### src/rtl/torreta_uc.sv
// Turret control unit: measure -> transmit -> evaluate -> (arm/fire/reload) -> wait -> rotate.
// Optional debug state output is enabled by defining TORRETA_UC_DB_ESTADO_EN.
module torreta_uc #(
  parameter int TIMEOUT_MEDIDA = 2_500_000,
  parameter int N_TIMEOUT      = 22
) (
  input  logic       clock,
  input  logic       reset,
  input  logic       ligar,
  input  logic       medida_pronto,
  input  logic       envio_pronto,
  input  logic       fim_tempo,
  input  logic       ameaca_detectada,
  input  logic       municao_carregada,
  input  logic       disparo_pronto,
  input  logic       fim_disparo,
  input  logic       disparo_carregado,
  output logic       zera,
  output logic       medir,
  output logic       transmitir,
  output logic       girar,
  output logic       conta_tempo,
  output logic       armar_disparo,
  output logic       disparar,
  output logic       recarregar_disparo,
  output logic       sem_municao,
`ifdef TORRETA_UC_DB_ESTADO_EN
  output logic       erro_medida,
  output logic [3:0] db_estado
`else
  output logic       erro_medida
`endif
);

  typedef enum logic [3:0] {
    INICIAL        = 4'd0,
    PREPARA        = 4'd1,
    MEDE           = 4'd2,
    AGUARDA_MEDIDA = 4'd3,
    TRANSMITE      = 4'd4,
    AGUARDA_ENVIO  = 4'd5,
    AVALIA         = 4'd6,
    ARMA           = 4'd7,
    DISPARA        = 4'd8,
    RECARREGA      = 4'd9,
    ESPERA         = 4'd10,
    GIRA           = 4'd11
  } estado_t;

  localparam logic [N_TIMEOUT-1:0] LIMITE = N_TIMEOUT'(TIMEOUT_MEDIDA - 1);

  estado_t              estado;
  estado_t              estado_next;
  logic [N_TIMEOUT-1:0] cnt_timeout;
  logic [N_TIMEOUT-1:0] cnt_inc;
  logic                 estouro;

  // Timeout fires on the cycle whose increment lands on the limit, so erro_medida
  // appears TIMEOUT_MEDIDA cycles after the medir pulse.
  assign cnt_inc = cnt_timeout + N_TIMEOUT'(1);
  assign estouro = (cnt_inc == LIMITE);

  always_ff @(posedge clock or negedge reset) begin
    if (!reset) begin
      estado <= INICIAL;
    end else begin
      estado <= estado_next;
    end
  end

  always_comb begin
    estado_next = estado;
    unique case (estado)
      INICIAL:        if (ligar) estado_next = PREPARA;
      PREPARA:        estado_next = MEDE;
      MEDE:           estado_next = AGUARDA_MEDIDA;
      AGUARDA_MEDIDA: begin
        if (medida_pronto)  estado_next = TRANSMITE;
        else if (estouro)   estado_next = ESPERA;
      end
      TRANSMITE:      estado_next = AGUARDA_ENVIO;
      AGUARDA_ENVIO:  if (envio_pronto) estado_next = AVALIA;
      AVALIA: begin
        if (ameaca_detectada && municao_carregada) estado_next = ARMA;
        else                                       estado_next = ESPERA;
      end
      ARMA:           if (disparo_pronto) estado_next = DISPARA;
      DISPARA:        if (fim_disparo) estado_next = RECARREGA;
      RECARREGA:      if (disparo_carregado) estado_next = ESPERA;
      ESPERA:         if (fim_tempo) estado_next = ligar ? GIRA : INICIAL;
      GIRA:           estado_next = MEDE;
      default:        estado_next = INICIAL;
    endcase
  end

  // Timeout counter and the two registered flags (still state-driven, no input-to-output path)
  always_ff @(posedge clock or negedge reset) begin
    if (!reset) begin
      cnt_timeout <= '0;
      erro_medida <= 1'b0;
      sem_municao <= 1'b0;
    end else begin
      if (estado == PREPARA || estado == MEDE) begin
        cnt_timeout <= '0;
      end else if (estado == AGUARDA_MEDIDA) begin
        cnt_timeout <= cnt_inc;
      end
      erro_medida <= (estado == AGUARDA_MEDIDA) && !medida_pronto && estouro;
      if (estado_next == PREPARA) begin
        sem_municao <= 1'b0;
      end else if (estado == AVALIA && ameaca_detectada && !municao_carregada) begin
        sem_municao <= 1'b1;
      end
    end
  end

  always_comb begin
    zera               = (estado == PREPARA);
    medir              = (estado == MEDE);
    transmitir         = (estado == TRANSMITE);
    girar              = (estado == GIRA);
    conta_tempo        = (estado == ESPERA);
    armar_disparo      = (estado == ARMA);
    disparar           = (estado == DISPARA);
    recarregar_disparo = (estado == RECARREGA);
  end

`ifdef TORRETA_UC_DB_ESTADO_EN
  assign db_estado = estado;
`endif

endmodule

### config.mk
export PLATFORM = sky130hd
export DESIGN_NAME = torreta_uc
export DESIGN_NICKNAME = d
export VERILOG_FILES = /design/src/rtl/torreta_uc.sv
export SDC_FILE = /design/constraint.sdc
export NUM_CORES = 1
export LEC_CHECK = 0
export BUFFER_PORTS_ARGS = -buffer_cell sky130_fd_sc_hd__buf_2
export CAP_MARGIN = 30
export CORE_MARGIN = 2
export CORE_UTILIZATION = 37
export CTS_BUF_LIST = sky130_fd_sc_hd__clkbuf_8
export DETAILED_ROUTE_END_ITERATION = 8
export GPL_TIMING_DRIVEN = 0
export PLACE_DENSITY_LB_ADDON = 0.12
export SETUP_SLACK_MARGIN = 0.05
export SYNTH_ARGS = -nofsm -noshare
export SYNTH_HDL_FRONTEND = slang
export SYNTH_SLANG_ARGS = --single-unit
### constraint.sdc
create_clock -name clock -period 2.3 [get_ports clock]
set_clock_uncertainty 0.05 [all_clocks]
set_input_delay 0.46 -clock clock [delete_from_list [all_inputs] [get_ports clock]]
set_output_delay 0.46 -clock clock [all_outputs]
set_load 0.005 [all_outputs]
==> results of run 1 <==
[cell type report]
cell class | count | area, µm²
Buffer | 18 | 97.6
Clock buffer | 3 | 41.3
Clock inverter | 1 | 30.0
Fill cell | 533 | 2770
Inverter | 8 | 30.0
Multi-Input combinational cell | 200 | 1280
Sequential cell | 28 | 703
Tap cell | 70 | 87.6
Timing Repair Buffer | 28 | 160
[logic make-up (layout without fill, tap and decap cells)]
kind of cell | Yosys count | count (layout) | share of synthesized area [%]
flops | 28 | 28 | 34.4
buf+inv | 30 | 58 | 6.64
simple gates | 110 | 110 | 29.9
compound gates | 79 | 79 | 23.9
xor+xnor | 8 | 8 | 3.44
mux | 1 | 1 | 0.492
fa+ha+maj | 2 | 2 | 1.23
[power by group through the flow]
stage          clock network (µW)  logic, µW  registers (µW)
2_1_floorplan                   0        543             584
3_3_place_gp                    0        801             594
3_5_place_dp                    0        807             594
4_1_cts                       417        813             584
5_1_grt                       436        975             595
6_report                      394        869             585
[synthesized netlist by cell type, drive strengths merged, types with 3 or more instances]
cell / n
a21oi: 12
a31oi: 7
and3: 4
and4: 6
buf: 7
clkbuf: 15
dfrtp: 28
inv: 8
nand2: 21
nand3: 17
nand4: 11
nand4b: 3
nor2: 18
nor2b: 7
nor3: 12
nor4: 3
o21ai: 36
o31ai: 5
o41ai: 3
xnor2: 5
xor2: 3
[state kept, by name, summed over array words and instances, names as in the netlist]
register	flops
sem_municao	1
estado	4
erro_medida	1
cnt_timeout	22
[metrics by stage]
stage	setup slack (ns)	utilization, %	area, µm²	power (µW)	hold WS, ns
5_1_grt	0.0437	46.8	2430	2010	0.188
3_3_place_gp	-0.240	42.7	2220	1390	0.454
3_5_place_dp	-0.199	42.7	2220	1400	0.450
6_report	0.138	46.8	2430	1850	0.140
2_1_floorplan	0.221	-	2030	1130	0.114
4_1_cts	0.0607	44.4	2310	1810	0.160
[cells in the final DEF, fill, tap and decap left out, drive strengths merged, types with 3 or more instances in the layout]
cell / instances
xor2: 3
nor3: 12
o41ai: 3
a21oi: 12
and3: 4
nand2: 21
nand4: 11
dfrtp: 28
inv: 8
clkbuf: 14
xnor2: 5
nand3: 17
nor2: 18
and4: 6
nor4: 3
o21ai: 36
o31ai: 5
nor2b: 7
nand4b: 3
buf: 35
a31oi: 7
[repair_timing]
action	in CTS	in global routing
buffers inserted	0	8
setup endpoints to repair	4	25
pin swaps	1	4
gates resized for setup	5	25
[routing by layer]
metal  wire (µm)  GRT usage (%)  part of all wire (%)  vias to the layer above
li1            -              -                     -                     1007
met2        2610           29.6                    45                       68
met1        2820           28.5                    48                      957
met3         342           2.30                   5.9                        4
met4          57           5.96                  0.98                        0
met5           0              0                     0                        -
[worst max-delay path by stage]
stage / to / slack, ns / depth (start not counted)
after floorplan: estado[0] / 0.22 / 7
after global placement: estado[0] / -0.24 / 7
after detailed placement: estado[0] / -0.20 / 7
after CTS: cnt_timeout[6] / 0.06 / 5
after global routing: estado[0] / 0.04 / 7
final: estado[0] / 0.14 / 8
==> results, run 1 <==
- In this run the horizontal extent of the chip is 78.2 µm.
- VDD sags by at most 0.273 mV.
- In this run the critical register-to-register path is launched from cnt_timeout[3].
- Net switching is 42.7% of the power.
- The number of buffers inserted during clock tree synthesis is 3.
- Counting flops with a built-in enable in the synthesized netlist gives 0.
- The number of cells in the design after placement is roughly 350.
- After technology mapping, the gate count stands at roughly 260.
- The post-route antenna net violation count is 0.
- The core region is approximately 5200 µm².
- The largest delay contributor family on the critical path is compound AO/OA/AOI/OAI gates.
- The share of synthesized area occupied by flip-flops and latches is approximately 34%.
- Counting every net in the synthesized netlist gives between 200 and 300.
- In the synthesized netlist the async set-or-reset flop fraction comes to 100%.
- The endpoint of the lowest-slack register-to-register path is estado[0].
- The die span in y is 78.2 µm.
- For this run, the number of Yosys warnings is 0.
- The flow ran to the end, and the final reports show no timing, DRC or antenna violations.
- Traced cell by cell, the critical path runs through buf_6, and4_4, buf_6, a211o_1, a211oi_2, o2111ai_1, nand4b_1, o21a_1.
- The tree is rooted in a sky130_fd_sc_hd__clkbuf_8.
- The routed wire length per instance is approximately 16 µm.
- For this design the ratio of total power to cell area is 759 nW/µm².
- Counting stages on the worst path, the most repeated cell is sky130_fd_sc_hd__buf_6.
- The total detailed-routing wirelength is 5830 µm.
- Summed over all instances, the cell type with the most area after synthesis is sky130_fd_sc_hd__dfrtp_1.
- For this run the aggregate overflow at the end of global routing stands at 0.
- After synthesis, the largest area contributor takes up between 30% and 40% of total cell area.
- In this run the count of I/O pins placed on the die edge is 21.
- After routing, the total negative slack on setup checks comes to 0 ns.
- The pin slew with the least headroom to its limit is roughly 0.64 ns.
- STA classifies the critical path endpoint as a flop.
- The required arrival time at the worst endpoint is approximately 2.4 ns.
- By area the synthesized netlist is led by sky130_fd_sc_hd__dfrtp_1 (34%), sky130_fd_sc_hd__o21ai_0 (8.9%), sky130_fd_sc_hd__nand3_1 (4.2%).
- The most used flip-flop cell after synthesis is sky130_fd_sc_hd__dfrtp_1.
- For this design the total switching power over the nets is 789 µW.
- Along the worst path, the maximum fanout reaches 9.
- The critical path startpoint is cnt_timeout[3].
- Entering global routing, the biggest net connects 29 pins.
- The type of the worst setup path is reg2reg.
- In this run, the combinational gates consume 47.0% of the power.
- Measured in cells, the most critical reg-to-reg path has a length of 8.
- The reg2reg setup slack is 0.14 ns.
- The later pin in the worst-skew pair is clocked with a latency of 0.28 ns.
- For this block, the via count after detailed routing is 2036.
- The routed via count divided by cell count is 5.72.
- STA classifies the critical path startpoint as a flop.
- The critical path contains buffers and inverters numbering 2 combined.
- The reported max-cap violation count is 0.
- The number of clock sinks seen by CTS is 28.
- The register bit count reported by yosys is 28.
- The first global-routing pass estimated 9380 µm of wire.
- The final period utilization is between 90% and 100%.
- The placement row count is 26.
- Global routing used 19.3% of the available tracks across all layers.
- The relative area change from synthesis to final layout is 19.7%.
- The number of max-slew violations in the final report was 0.
- The reported leakage power is 0.00108 µW.
- The total die area is 6110 µm².
- The number of global-route vias before repair is approximately 1800.
- The initial cell density of the core is around two fifths.
- Clock-pin slew was measured on the worst setup and hold paths at ~0.1 ns.
- Setup repair after global routing left no endpoint under its margin.
- The HPWL after detailed placement is 3970 µm.
- The number of buffer cells added on primary ports is 20.
- In the routed design, unresolved DRC markers number 0.
- The hold-fix buffer count after cts is 0.
- The relative contribution of sequential cells to total power is 31.7%.
- Yosys mapped the design onto 48 distinct sky130hd cell types.
- The number of cells in the finished layout apart from fillers is 356.
- The synthesized netlist occupies a cell area of 2030 µm².
- TritonCTS built the clock tree.
- The first TritonRoute pass finished after 5 iterations.
- The count of final setup violators is 0.
- The internal power component is about 1100 µW.
- The number of failing hold endpoints at the final stage was 0.
- The initial antenna violation count is 0.
- In this run the worst hold path is classified as in2async.
- The largest buffer count on any clock path is 2.
- The fmax is 0.462 GHz.
- For this design, the slowest cell found on the critical path is sky130_fd_sc_hd__dfrtp_1.
- The count of inserted antenna diode cells is 0.
- The fraction of power consumed by the clock network is 21.3%.
- The time the worst path needs with I/O delays and setup is ~2.2 ns.
- The final layout net count is 300.
- Averaged over all synthesized cells, the footprint is about 7.9 µm².
- Measured against its own limit, the worst slew margin works out to 57.5%.
- The number of DRC markers after the initial detailed-route iteration is 101.
- The congestion estimate from routability-driven global placement came to 0.853.
- In this run the number of H-tree levels came out at 1.
- The critical path's largest stage delay is 0.38 ns.
- Of the cells placed in the final design, the portion with a size suffix greater than 1 is 22.7%.
- At the worst endpoint, the arrival time is 2.29 ns.
No activity file was read; power rests on OpenSTA's default activity.
==> run 2: changes to the inputs <==
==> constraint.sdc (replaced) <==
create_clock -name clock -period 2 [get_ports clock]
set_clock_uncertainty 0.05 [all_clocks]
set_input_delay 0.4 -clock clock [delete_from_list [all_inputs] [get_ports clock]]
set_output_delay 0.4 -clock clock [all_outputs]
set_load 0.005 [all_outputs]
==> run 2 against run 1 <==
  * Cell count is 4.8% higher
  * Fmax grew 8.4%
  * Wire length grew 2.2%
  * Non-clock buffer count rose by 17
  * Worst setup slack worse by 0.13 ns
  * First-iteration DRC count increased by 44%
  * Clock power fell by 8.4%
  * Combinational power is 21% higher
  * Power grew 14%
  * Die area did not move
  * Highest routed layer unchanged
==> results, run 2 (synthesis results as in run 1) <==
- The analysis attributes to cell leakage a power of 0.00120 µW.
- The register with the most flip-flops is cnt_timeout.
- The routed wire length per instance is 16.0 µm.
- The final layout contains routed wiring with a total length of 5960 µm.
- The pin slew with the least headroom to its limit is 0.644 ns.
- The largest registers in the layout are cnt_timeout x22, estado x4.
- The routed via count divided by cell count is 5.77.
- VDD sags by at most 0.403 mV.
- The fraction of power consumed by the clock network is about 17%.
- The repair_antennas step left the layout with diodes totalling 0.
- The top cell types in the final layout, fill and taps aside, are sky130_fd_sc_hd__o21ai_0 (34), sky130_fd_sc_hd__buf_4 (28), sky130_fd_sc_hd__dfrtp_1 (22).
- STA classifies the critical path endpoint as a flop.
- The final layout net count is ~320.
- The relative area change from synthesis to final layout is 30.9%.
- The root buffer cell is sky130_fd_sc_hd__clkbuf_8.
- The die is 78.2 µm wide.
- After layout, the design draws a total of 2110 µW.
- Setup repair after global routing could not meet its margin everywhere.
- The pre-antenna-repair detailed-routing pass consisted of 4 iterations.
- The detail route stage leaves a number of antenna-violating nets equal to 0.
- Across every metal layer, demand over resource in global routing totals 20.2%.
- Once layout is complete, the cells apart from fillers number 373.
- The die covers 6110 µm².
- The register with the most flip-flops in the layout has 22 of them.
- Entering global routing, the biggest net connects 29 pins.
- The congestion estimate from routability-driven global placement came to about 0.87.
- In this run the power spent charging and discharging nets is 924 µW.
- The flow ran to the end, and the final reports show no timing, DRC or antenna violations.
- The count of buffers added on input and output ports is 20.
- The area of the placeable core is 5200 µm².
- The number of failing hold endpoints at the final stage is 0.
- The final period utilization is 99.8%.
- Headroom to the max-slew limit came out at 57.1%.
- The share of cells above drive strength 1 is roughly 32%.
- The initial antenna violation count is 0.
- The number of global-route vias before repair is a little under 2000.
- The internal power of the cells totals 1190 µW.
- The fmax is 0.501 GHz.
- The first routing iteration left 145 violations.
- Global routing finished with a remaining overflow of 0.
- The reg2reg setup slack is 0.004 ns.
- The count of final setup violators is 0.
- The first global-routing pass estimated approximately 9900 µm of wire.
- By startpoint and endpoint, the worst setup path is classified as reg2reg.
- After clock tree synthesis, the flow added hold-fix buffers numbering 0.
- The final cell utilization of the core is just over 50%.
- The largest buffer count on any clock path is 2.
- The placement row count is 26.
- The number of placed instances, taps included, is 348.
- For this run, design rule violations remaining after detail routing come to 0.
- The initial cell density of the core is 39.1%.
- The boundary pin count is 21.
- Leaving out fill and tap cells, the most frequent cell in the layout is sky130_fd_sc_hd__o21ai_0.
- The power density relative to cell area is about 790 nW/µm².
- The relative contribution of sequential cells to total power is between 30% and 40%.
- The routed layout has 2151 vias.
- In this run the worst path has a maximum fanout of 5.
- At the worst endpoint, the required time is 2.13 ns.
- The clock drives 28 sinks.
- Of the total power, combinational logic draws 49.6%.
- The number of max-slew violations in the final report was 0.
- The type of the worst min-delay path is in2async.
- Fill cells in the final layout number 496.
- The clock network latency to the later pin of the worst-skew pair is 0.28 ns.
- The time the worst path needs with I/O delays and setup is 2.00 ns.
- The critical path data arrival time is around 2.1 ns.
- Summed over all nets, the half-perimeter wirelength after detailed placement is 3940 µm.
- The die is 78.2 µm tall.
- TritonCTS created 3 clock buffers.
- Of the total power, the share spent switching nets is between 40% and 50%.
- CTS built an H-tree with a depth of 1.
- The tool flagged a number of max-cap violations equal to 0.
- TritonCTS built the clock tree.
- The clock slew seen by the registers of the worst setup and hold paths is around 0.10 ns.
- STA classifies the critical path startpoint as a flop.
- Setup total negative slack on the finished layout was measured at 0 ns.
-- run 2: cell count changes in the layout (fill, tap and decap cells not counted), sizes merged --
cell | before | now
buf | 35 | 54
bufinv | 1 | 0
clkbuf | 14 | 13
-- run 2: per-layer routing --
metal,vias up,part of all wire (%),GRT usage [%]
met4,0,0.99,4.91
met3,6,6.3,2.30
li1,1046,-,-
met2,82,46,33.0
met5,-,0,0
met1,1017,46,28.6
-- run 2: worst max-delay path, stage by stage, from the launching register on --
cell	delay [ns]
sky130_fd_sc_hd__dfrtp_2	0.43
sky130_fd_sc_hd__ha_4	0.19
sky130_fd_sc_hd__nand3_4	0.11
sky130_fd_sc_hd__nor3_4	0.31
sky130_fd_sc_hd__and4_1	0.27
sky130_fd_sc_hd__o22ai_2	0.08
sky130_fd_sc_hd__or2_2	0.28
sky130_fd_sc_hd__o21a_1	0.16
-- run 2: final timing paths --
kind | from | to | depth (start not counted)
max | cnt_timeout[1] | estado[0] | 7
min | reset | cnt_timeout[11] | 1
max reg2reg | cnt_timeout[1] | estado[0] | 7
min reg2reg | cnt_timeout[21] | cnt_timeout[21] | 1
max in group asynchronous | reset | cnt_timeout[12] | 1
min in group clock | ameaca_detectada | sem_municao | 3
-- run 2: repair_timing --
item | in CTS | in global routing
buffers inserted | 18 | 9
resized for setup | 39 | 20
setup endpoints to repair | 30 | 25
pin swaps | 16 | 8
-- run 2: area by class of cell --
type	instances	area (µm²)	area share, %
plain buffers	16	128	4.79
clock buffers	4	55.1	2.07
inverters	8	30.0	1.13
multi-input cells	200	1350	50.6
flip-flops and latches	28	708	26.6
well taps	70	87.6	3.29
repair buffers	47	307	11.5
-- run 2: metrics by stage --
stage               hold slack, ns  cell area [µm²]  worst slack [ns]
floorplan                   0.0544             2060            0.0502
global placement             0.421             2250            -0.270
detailed placement           0.421             2250            -0.250
CTS                          0.109             2550            0.0311
global route                 0.129             2660            -0.102
finish                      0.0868             2660           0.00445
-- run 2: power by group through the flow --
| stage | logic, µW | clock network (µW) | registers [µW] |
|---|---|---|---|
| 2_1_floorplan | 625 | 0 | 672 |
| 3_3_place_gp | 923 | 0 | 683 |
| 3_5_place_dp | 920 | 0 | 685 |
| 4_1_cts | 992 | 372 | 697 |
| 5_1_grt | 1180 | 405 | 713 |
| 6_report | 1050 | 361 | 704 |
==> run 3: changes to the inputs <==
--- a/config.mk
+++ b/config.mk
@@ -7,6 +7,8 @@
 export LEC_CHECK = 0
 export BUFFER_PORTS_ARGS = -buffer_cell sky130_fd_sc_hd__buf_2
 export CAP_MARGIN = 30
+export CELL_PAD_IN_SITES_DETAIL_PLACEMENT = 1
+export CELL_PAD_IN_SITES_GLOBAL_PLACEMENT = 1
 export CORE_MARGIN = 2
 export CORE_UTILIZATION = 37
 export CTS_BUF_LIST = sky130_fd_sc_hd__clkbuf_8
==> run 3 against run 2 <==
  * The run now ends with setup timing left
  * Wire length grew 18%
  * Worst setup slack lost 0.030 ns
  * Count of clock-buffer cells in the layout shrank 1
  * Final area shrank 1.9%
  * Power shrank 2.5%
==> results, run 3 (synthesis results as in run 1) <==
- The run finished, with violations left.
- The final reports fail on setup timing.
- The largest net degree at the start of global routing is 29.
- Static timing analysis puts the maximum clock frequency at 0.494 GHz.
- Global routing consumed, over all layers together, 24.4% of the routing resources.
- After filler insertion, the fill cell instance count of the layout stands at 637.
- The clock slew seen by the registers of the worst setup and hold paths is 0.10 ns.
- The overall power is 2060 µW.
- The flip-flop count of the largest register after layout is 22.
- Subtracting the final worst setup slack from the clock period gives 2.03 ns.
- The initial antenna violation count is 0.
- At the pin with the least slew margin, the transition time is between 0.6 and 0.7 ns.
- The signal on the critical path passes through buf_6, nand4_1, buf_4, nor4_4, and3_1, o2111ai_2, nand4b_1, o21a_1.
- The routed wire length on met3 is roughly 300 µm.
- After detailed routing, the number of remaining DRC violations is 0.
- The type of the worst min-delay path is in2async.
- The number of clock sinks seen by CTS is 28.
- TritonCTS created 3 clock buffers.
- The congestion estimate from routability-driven global placement came to 0.864.
- The routed wire length per instance is around 19 µm.
- The placement row count is 26.
- The largest buffer count on any clock path is 2.
- In this run the power density over the cells is 788 nW/µm².
- Dividing the final minimum period by the clock period gives 101%.
- The die covers just over 6000 µm².
- The cell with the biggest individual delay on the critical path is sky130_fd_sc_hd__dfrtp_1.
- The critical path data arrival time is 2.16 ns.
- The number of max-slew violations in the final report is 0.
- After routing the design area is 2610 µm².
- The detail route stage leaves a number of antenna-violating nets equal to 0.
- The boundary pin count is 21.
- The clock network latency to the later pin of the worst-skew pair is 0.28 ns.
- The number of buffer cells added on primary ports is 20.
- For the worst setup path, the data required time is 2.13 ns.
- STA classifies the critical path startpoint as a flop.
- The worst-case IR drop observed on VDD is 0.343 mV.
- The die span in y is 78.2 µm.
- Detailed placement finished with a half-perimeter wire length of 4480 µm.
- The routed design uses 3450 µm of met2 wire.
- The worst setup path is captured at a flop.
- The top cell types in the final layout, fill and taps aside, are sky130_fd_sc_hd__o21ai_0 (34), sky130_fd_sc_hd__buf_4 (30), sky130_fd_sc_hd__buf_2 (21).
- Routed signal wires occupy layers up through met4.
- The number of global-route vias before repair came to 2273.
- The post-placement cell area is 2250 µm².
- The wire length of the first global-routing pass is 11700 µm.
- The register with the most flip-flops is cnt_timeout.
- The most common library cell in the layout ignoring fill and taps is sky130_fd_sc_hd__o21ai_0.
- TritonCTS built the clock tree.
- The worst pin sits at a relative slew slack of between 50 and 60%.
- Wires add up to 7060 µm.
- Setup repair after global routing could not meet its margin everywhere.
- The share of cells above drive strength 1 is 31.6%.
- The critical path is of the reg2reg type.
- The routed layout has 2243 vias.
- In this run the standard cell core region covers 5200 µm².
- The largest registers in the layout are cnt_timeout x22, estado x4.
- The number of DRC markers after the initial detailed-route iteration is 66.
- In this run the number of H-tree levels came out at 1.
- The final worst setup slack is -0.0260 ns.
- The largest fanout of any net on the critical path is 5.
- Setup violations remaining at the end of the flow were counted as 1.
- Global routing finished with a remaining overflow of 0.
- 0 antenna diodes ended up in the layout.
- Max-cap violations in this run came to 0.
- After routing, the total negative slack on setup checks comes to -0.0260 ns.
- The number of failing hold endpoints at the final stage is 0.
- The first detailed-routing pass took 4 iterations.
- Using the TritonRoute via totals, the vias-per-cell ratio works out to 6.05.
- The final layout net count is roughly 320.
- For this configuration, the core starts out at a cell density of approximately two fifths.
- In this run the static leakage power is 0.00114 µW.
- The length of routed wiring on met1 is 3170 µm.
- The tree is rooted in a sky130_fd_sc_hd__clkbuf_8.
- The critical path's largest stage delay is 0.39 ns.
- The relative area change from synthesis to final layout is 28.5%.
- Measured along the x axis, the die boundary spans 78.2 µm.
## run 3: cell types whose count changed in the layout (fill, tap and decap cells not counted), sizes merged
cell    change
clkbuf      -3
buf         +1
## run 3: final cells by class
type | instances | area, µm² | share of cell area [%]
Buffer | 16 | 120 | 4.60
Clock buffer | 3 | 41.3 | 1.58
Inverter | 8 | 30.0 | 1.15
Multi-Input combinational cell | 200 | 1330 | 50.8
Sequential cell | 28 | 711 | 27.2
Tap cell | 70 | 87.6 | 3.35
Timing Repair Buffer | 46 | 295 | 11.3
## run 3: worst paths after layout
path	from	to	slack, ns	cells past startpoint
max	cnt_timeout[8]	estado[0]	-0.03	8
min reg2reg	cnt_timeout[21]	cnt_timeout[21]	0.50	1
max reg2reg	cnt_timeout[8]	estado[0]	-0.03	8
min in group clock	ameaca_detectada	sem_municao	0.34	3
min	reset	cnt_timeout[3]	0.09	1
max in group asynchronous	reset	cnt_timeout[14]	1.33	1
## run 3: power breakdown
group	leakage (µW)	switching, µW	internal, µW
registers	0.000372	78.4	622
logic	0.000751	674	357
clock network	0.0000216	193	136
## run 3: critical path, delay by kind of cell, from the launching register on
kind / cells / cell delay (ns)
AND/OR/NAND/NOR: 4 / 0.85
flip-flops: 1 / 0.39
buffers and inverters: 2 / 0.33
AO/OA/AOI/OAI: 2 / 0.32
## run 3: stage by stage
step                      cells  utilization, %  hold slack, ns  setup slack [ns]
after CTS                   368            49.5           0.114            0.0251
after detailed placement    348            43.1           0.429            -0.334
after floorplan             258               -          0.0544            0.0502
after global placement      348            43.1           0.421            -0.296
final                       371            50.2          0.0865           -0.0260
after global routing        371            50.2           0.136            -0.115
## run 3: metal layers
metal  global-route usage [%]  vias to the layer above
met5                        0                        -
met4                     8.77                        0
met3                     3.45                       12
met2                     41.7                       56
met1                     31.3                     1136
li1                         -                     1039
## run 3: repair_timing
item | CTS | global route
resized for setup | 45 | 15
buffers inserted | 23 | 3
pin swaps | 15 | 2
hold buffers | 0 | 0
setup endpoints to repair | 30 | 21
gates cloned | 0 | 0
